[config.mk]
export PLATFORM = sky130hd
export DESIGN_NAME = modulo_controlador_jogo
export DESIGN_NICKNAME = d
export VERILOG_FILES = /design/src/rtl/modulo_controlador_jogo.sv
export SDC_FILE = /design/constraint.sdc
export NUM_CORES = 1
export LEC_CHECK = 0
export ABC_AREA = 1
export CORE_ASPECT_RATIO = 1.75
export CORE_MARGIN = 5
export CORE_UTILIZATION = 30
export DETAILED_ROUTE_END_ITERATION = 7
export DONT_BUFFER_PORTS = 1
export GPL_ROUTABILITY_DRIVEN = 0
export PLACE_DENSITY = 0.48
export SETUP_SLACK_MARGIN = 0.02
export SLEW_MARGIN = 20
export SYNTH_ARGS = -nofsm -noshare
export SYNTH_HDL_FRONTEND = slang
export SYNTH_SLANG_ARGS = --single-unit
[constraint.sdc]
create_clock -name clk -period 2.5 [get_ports clk]
set_input_delay 0.5 -clock clk [delete_from_list [all_inputs] [get_ports clk]]
set_output_delay 0.5 -clock clk [all_outputs]
set_load 0.005 [all_outputs]
[src/rtl/modulo_controlador_jogo.sv]
// Game sequencer for the naval-battle board.
// Debounces the confirmation button, walks the game through its phases,
// strobes the matrix registers and keeps the hit/shot counters.
module modulo_controlador_jogo #(
   parameter int DEBOUNCE_CYCLES = 500000,
   parameter int SHIP_CELLS      = 6,
   parameter int MAX_SHOTS       = 15
) (
   input  logic       clk,
   input  logic       clr,
   input  logic       button_confirmation,
   input  logic [1:0] hh1,
   input  logic [5:0] hh2,
   input  logic       hit_in,
   input  logic       shot_in,
   output logic [5:0] coord_q,
   output logic       pos_load,
   output logic       mat_clr,
   output logic       at_write,
   output logic [2:0] state,
   output logic [1:0] result,
   output logic [3:0] hits,
   output logic [3:0] shots,
   output logic       game_over,
   output logic       win
);

   localparam int CW = $clog2(DEBOUNCE_CYCLES + 1);

   typedef enum logic [2:0] {
      S_IDLE  = 3'd0,
      S_POS   = 3'd1,
      S_ATK   = 3'd2,
      S_CHECK = 3'd3,
      S_WIN   = 3'd4,
      S_LOSE  = 3'd5
   } state_t;

   logic          r_sync1;
   logic          r_sync2;
   logic          r_level;
   logic [CW-1:0] r_cnt;
   logic          w_press;

   state_t        r_state;
   logic [5:0]    r_coord;
   logic [1:0]    r_result;
   logic [3:0]    r_hits;
   logic [3:0]    r_shots;
   logic          r_pos_load;
   logic          r_mat_clr;
   logic          r_at_write;
   logic          r_game_over;
   logic          r_win;

   logic [3:0]    w_hits_inc;
   logic [3:0]    w_shots_inc;
   logic [3:0]    w_hits_new;
   logic          w_coord_bad;

   // Synchronize the raw button and accept a new level only after it stays stable
   always_ff @(posedge clk) begin
      if (!clr) begin
         r_sync1 <= 1'b1;
         r_sync2 <= 1'b1;
         r_level <= 1'b1;
         r_cnt   <= '0;
      end else begin
         r_sync1 <= button_confirmation;
         r_sync2 <= r_sync1;
         if (r_sync2 == r_level) begin
            r_cnt <= '0;
         end else if (r_cnt == CW'(DEBOUNCE_CYCLES - 1)) begin
            r_level <= r_sync2;
            r_cnt   <= '0;
         end else begin
            r_cnt <= r_cnt + CW'(1);
         end
      end
   end

   // Press fires in the cycle the debounced level is about to fall (release is silent)
   assign w_press = r_level & ~r_sync2 & (r_cnt == CW'(DEBOUNCE_CYCLES - 1));

   // Saturating counter increments and coordinate range check
   always_comb begin
      w_hits_inc  = (r_hits  == 4'd15) ? r_hits  : r_hits  + 4'd1;
      w_shots_inc = (r_shots == 4'd15) ? r_shots : r_shots + 4'd1;
      if (hit_in) begin
         w_hits_new = w_hits_inc;
      end else begin
         w_hits_new = r_hits;
      end
      w_coord_bad = (hh2[5:3] > 3'd6) | (hh2[2:0] > 3'd4);
   end

   // Game FSM with registered strobes, counters and status outputs
   always_ff @(posedge clk) begin
      if (!clr) begin
         r_state     <= S_IDLE;
         r_coord     <= 6'd0;
         r_result    <= 2'b00;
         r_hits      <= 4'd0;
         r_shots     <= 4'd0;
         r_pos_load  <= 1'b0;
         r_mat_clr   <= 1'b0;
         r_at_write  <= 1'b0;
         r_game_over <= 1'b0;
         r_win       <= 1'b0;
      end else begin
         r_pos_load <= 1'b0;
         r_mat_clr  <= 1'b0;
         r_at_write <= 1'b0;
         if ((r_state != S_IDLE) && (hh1 == 2'b00)) begin
            // Abort back to idle wins over any press or pending check
            r_state     <= S_IDLE;
            r_mat_clr   <= 1'b1;
            r_coord     <= 6'd0;
            r_result    <= 2'b00;
            r_hits      <= 4'd0;
            r_shots     <= 4'd0;
            r_game_over <= 1'b0;
            r_win       <= 1'b0;
         end else begin
            case (r_state)
               S_IDLE: begin
                  if (w_press && hh1[0]) begin
                     r_pos_load <= 1'b1;
                     r_state    <= S_POS;
                  end
               end
               S_POS: begin
                  if (w_press && (hh1 == 2'b10)) begin
                     r_state <= S_ATK;
                  end
               end
               S_ATK: begin
                  if (w_press) begin
                     r_coord <= hh2;
                     if (w_coord_bad) begin
                        r_result <= 2'b11;
                     end else begin
                        r_state <= S_CHECK;
                     end
                  end
               end
               S_CHECK: begin
                  if (shot_in) begin
                     r_result <= 2'b11;
                     r_state  <= S_ATK;
                  end else begin
                     r_at_write <= 1'b1;
                     r_shots    <= w_shots_inc;
                     r_hits     <= w_hits_new;
                     r_result   <= hit_in ? 2'b10 : 2'b01;
                     if (w_hits_new == 4'(SHIP_CELLS)) begin
                        r_state     <= S_WIN;
                        r_game_over <= 1'b1;
                        r_win       <= 1'b1;
                     end else if (w_shots_inc == 4'(MAX_SHOTS)) begin
                        r_state     <= S_LOSE;
                        r_game_over <= 1'b1;
                     end else begin
                        r_state <= S_ATK;
                     end
                  end
               end
               S_WIN, S_LOSE: begin
                  r_state <= r_state;
               end
               default: begin
                  r_state <= S_IDLE;
               end
            endcase
         end
      end
   end

   assign coord_q   = r_coord;
   assign pos_load  = r_pos_load;
   assign mat_clr   = r_mat_clr;
   assign at_write  = r_at_write;
   assign state     = r_state;
   assign result    = r_result;
   assign hits      = r_hits;
   assign shots     = r_shots;
   assign game_over = r_game_over;
   assign win       = r_win;

endmodule

**Word level (Yosys, flattened, before mapping)**

Index checks and enable logic that the tools add are counted.

- Register bits: 46
- Input port bits: 13
- Output and inout bits: 24
- Logic and storage cells: 87

- Reductions and logical operators: 20
- Add/subtract/negate cells: 3
- Bitwise logic cells: 10
- Equality and inequality tests: 17
- Magnitude comparators: 2
- Multiplexer cells: 21

Operator list:

| kind | count |
|---|---|
| two-way mux 3 bit | 7 |
| adder 19 x 1 -> 19 bit, second input constant | 1 |
| == test 19 bit, second input constant | 1 |
| case mux 3 bit (5 select lines) | 1 |
| == test 4 bit, second input constant | 3 |
| two-way mux 4 bit | 3 |
| inequality test 2 bit, second input constant | 5 |
| AND reduction 3 bit | 3 |
| OR reduction 3 bit | 3 |
| adder 4 x 1 -> 4 bit, second input constant | 2 |
| two-way mux 2 bit | 4 |
| NOT 1 bit | 7 |
| == test 3 x 2 -> 1 bit, second input constant | 2 |
| == test 3 bit, second input constant | 2 |
| greater-than comparator 3 bit, second input constant | 2 |
| AND reduction 2 bit | 3 |
| two-way mux 1 bit | 5 |
| AND reduction 5 bit | 1 |
| == test 4 x 3 -> 1 bit, second input constant | 1 |
| case mux 2 bit (2 select lines) | 1 |
| nonzero test 2 bit | 2 |
| OR reduction 2 bit | 2 |
| == test 3 x 1 -> 1 bit, second input constant | 1 |
| logical AND 1 bit | 3 |
| other kinds (7) | 8 |

**Logic depth before layout (Yosys ltp)**

- Depth in word-level cells: 7
- Gate-level depth with buffers: 14

**Worst setup path after synthesis**

OpenSTA, ideal clock, no wires.

- Kind: register -> register
- Start: register r_cnt[0]
- End: register r_cnt[18]
- Slack: 0.975 ns
- Arrival time: 1.408 ns
- Library setup time: 0.116 ns
- Required time: 2.384 ns
- Clock period less this slack: 1.525 ns
- Buffers on the path: 0
- Cell stages (with the launch flop): 9
- Cells stage by stage: dfxtp_1 ha_1 nand2_1 nor3_4 nand4_1 nor3_2 nand2_1 o21ai_1 a21oi_1

- Word-level cells in the longest chain between the ends: 2
- Elaborated cells between the ends (all ways): 3

Ends and longest elaborated chain:

| element | line | source |
|---|---|---|
| start: declaration | 42 | `logic [CW-1:0] r_cnt;` |
| start signal: assignment | 77 | `r_cnt <= r_cnt + CW'(1);` |
| branches (longest 2 deep; another with adder 19 x 1 -> 19 bit) | n/a |  |

Parallel ways; which one is timed is not known.
A chain may end at the register's enable or synchronous reset.

**Worst setup path in the final report**

- Start: register r_cnt[0]
- End: register r_coord[2], in the netlist coord_q[2]

- Word-level cells in the longest chain between the ends: 3

Ends and longest elaborated chain:

| element | line | source |
|---|---|---|
| == test 19 bit | 83 | `assign w_press = r_level & ~r_sync2 & (r_cnt == CW'(DEBOUNCE_CYCLES - 1));` |
| bitwise AND 1 bit | 83 |  |
| AND reduction 2 bit (no line) | n/a |  |
| end signal: assignment | 139 | `r_coord <= hh2;` |
| end: declaration | 46 | `logic [5:0] r_coord;` |

No other way between the ends.

==> results.sh <==
export IMPL_total_leakage_power_nw=0.979
export IMPL_antennaDiodeCount=0
export IMPL_synth_mux_area_fraction=0
export IMPL_cp_start_kind="register"
export IMPL_n_fill_cell=793
export IMPL_max_stage_delay_ns=0.37
export IMPL_initialDrtViolationCount=55
export IMPL_synth_ff_type="dfxtp_1"
export IMPL_final_cell_mix="nand2_1 (57), inv_1 (53), dfxtp_1 (46)"
export IMPL_ios=37
export IMPL_crit_required_ns=2.65
export IMPL_num_rows=41
export IMPL_grt_max_degree=20
export IMPL_clock_skew_ns=0.00667
export IMPL_post_cts_buffers=0
export IMPL_powerDensity_nw_per_um2=630
export IMPL_num_nets_final=334
export IMPL_cts_htree_levels=2
export IMPL_rsz0062_at_grt="false"
export IMPL_synth_top_area_frac=0.410
export IMPL_detail_route_wl_per_cell_um=12.7
export IMPL_synth_edff_count=0
export IMPL_crit_path_cell_trace="ha_1, nand3_1, inv_1, nand3_1, nor2_4, nand3_1, o21ai_0, a21oi_1"
export IMPL_cts_buffers=5
export IMPL_synth_seq_cells=46
export IMPL_io_buffer_count=0
export IMPL_ir_drop_v=0.000214
export IMPL_top_usage_layer="met2"
export IMPL_synth_area_top_cells="dfxtp_1 (41%), nand2_1 (9.5%), inv_1 (8.9%), nor2_1 (6.3%), a21oi_1 (6.0%)"
export IMPL_grt_pass1_wl_um=8250
export IMPL_initial_core_util=0.308
export IMPL_syn_inst=314
export IMPL_synth_area_leader_cell="dfxtp_1"
export IMPL_synth_fp_nets=331
export IMPL_yosysWarningCount=0
export IMPL_rrSetupSlack_ns=0.67
export IMPL_grt_use_met1=0.107
export IMPL_track_usage=0.114
export IMPL_whs_path_depth=1
export IMPL_dp_hpwl_um=4020
export IMPL_r2r_cells=8
export IMPL_period_share=0.733
export IMPL_timing_final_ws_setup_ns=0.666
export IMPL_cap_violations=0
export IMPL_slew_violations=0
export IMPL_critPathCaptureType="register"
export IMPL_r2r_end="coord_q[2]"
export IMPL_slowest_stage="dfxtp_1"
export IMPL_worst_hold_path_endpoint="mat_clr"
export IMPL_yosys_area_share_simple=0.306
export IMPL_seq_area_frac_synth=0.410
export IMPL_synthesis_area_um2=2250
export IMPL_antenna_found_initial=0
export IMPL_hold_ws_ns=0.279
export IMPL_synth_compound_area_share=0.138
export IMPL_synth_xor_area_frac=0.0234
export IMPL_crit_arrival_ns=1.99
export IMPL_postRouteAntennaNets=0
export IMPL_synth_top_family_by_area="simple AND/OR/NAND/NOR gates"
export IMPL_synth_cell_type_count=31
export IMPL_min_delay_start="hh1[1]"
export IMPL_hold_path_class="primary input to register"
export IMPL_die_width_um=75.4
export IMPL_synthArstFlopShare=0
export IMPL_design_core_area_um2=7280
export IMPL_ctsResizeCount=0
export IMPL_dieArea_um2=9390
export IMPL_hold_viol=0
export IMPL_clkLatencyLatePin_ns=0.29
export IMPL_grt_use_met3=0.0315
export IMPL_area_delta_synth_final_pct=11.3
export IMPL_path_class="register to register"
export IMPL_cts_tree="built"
export IMPL_crit_fanout=12
export IMPL_max_slew_margin=0.732
export IMPL_clk_path_buf_depth=2
export IMPL_fmax_mhz=545
export IMPL_reg2reg_from="r_cnt[0]"
export IMPL_crit_top_cell="nand3_1"
export IMPL_status="finished clean"
export IMPL_finalPower_mw=1.57
export IMPL_layout_commonest_cell="nand2_1"
export IMPL_pre_cts_slack_ns=0.676
export IMPL_clk_pin_slew_ns=0.06
export IMPL_synth_adder_area_share=0.0223
export IMPL_setup_viol=0
export IMPL_multi_input_area_um2=1100
export IMPL_setup_tns_ns=0
export IMPL_drtPass1Iterations=4
export IMPL_use_met2=0.213
export IMPL_worst_pin_slew_ns=0.401
export IMPL_syn_area_per_cell_um2=7.16
export IMPL_cts_root_buf="clkbuf_16"
export IMPL_min_period_ns=1.83
export IMPL_clkSinkCount=46
export IMPL_grt_pass1_vias=1841
export IMPL_via_count=1906
export IMPL_regArea_um2=921
export IMPL_avgViaCountPerCell=4.73
export IMPL_die_h_um=124
export IMPL_drc=0
export IMPL_drive_above_1_share=0.0915
export IMPL_wl_um=5100
export IMPL_grt_ovfl_total=0
export IMPL_cts_hold_fix_buffers=0
==> how the worst max path moves through the flow <==
stage	start	endpoint	slack, ns	cells past startpoint
floorplan	r_cnt[0]	r_cnt[18]	0.98	8
global placement	r_cnt[0]	coord_q[2]	0.72	8
detailed placement	r_cnt[0]	r_cnt[14]	0.68	10
CTS	r_cnt[0]	r_cnt[14]	0.65	10
global route	r_cnt[0]	coord_q[4]	0.47	8
finish	r_cnt[0]	coord_q[2]	0.67	8
==> synthesized netlist by cell type (2+ instances only) <==
library cell and number:
dfxtp_1 46, nor2_4 5, nor2_1 38, o21ai_0 25
or2_2 2, a21oi_1 27, inv_1 53, nand3_1 17
xor2_1 6, nor2_2 2, buf_2 3, nand2_1 57
nor3_1 6, nor3_2 3, nand3_2 5, ha_1 4
==> power by group <==
group          switching (mW)  internal, mW  total (mW)
clock network           0.269         0.493       0.763
logic                  0.0440        0.0210      0.0650
registers             0.00813         0.739       0.747
total                   0.321          1.25        1.57
==> worst max-delay path: cells and delay by family, from the launching register on <==
kind / cells / cell delay (ns)
adders and majority gates: 1 / 0.20
buffers and inverters: 1 / 0.07
AOI/OAI and AO/OA: 2 / 0.36
DFF: 1 / 0.37
and+or+nand+nor: 4 / 0.70
==> through the flow <==
stage / cells / utilization / area (um^2)
after floorplan: 314 / - / 2250
after global placement: 396 / 0.320 / 2330
after detailed placement: 396 / 0.320 / 2330
after CTS: 403 / 0.343 / 2500
after global routing: 403 / 0.343 / 2500
final: 403 / 0.343 / 2500
==> logic make-up (layout without fill, tap and decap cells) <==
| group | after synthesis | after routing |
|---|---|---|
| AND/OR/NAND/NOR | 141 | 141 |
| adder cells (fa/ha/maj) | 4 | 4 |
| XOR/XNOR | 6 | 6 |
| flip-flops | 46 | 46 |
| AO/OA/AOI/OAI | 59 | 59 |
| buffers and inverters | 58 | 61 |
==> layer usage <==
layer,wire length (um),part of all wire
met1,1810,0.35
met2,2910,0.57
met3,304,0.060
met4,74,0.015
met5,0,0
==> final cells by class <==
cell class,count,share of cell area
Clock buffer,6,0.0555
Clock inverter,1,0.0120
Inverter,54,0.0810
Multi-Input combinational cell,210,0.440
Sequential cell,46,0.368
Tap cell,86,0.0430
==> flip-flops by register name, indices dropped and copies added (netlist names) <==
register,cells
r_level,1
mat_clr,1
pos_load,1
r_cnt,19
r_sync1,1
coord_q,6
result,2
win,1
state,3
shots,4
game_over,1
hits,4
r_sync2,1
at_write,1
No activity file was read; power rests on OpenSTA's default activity.
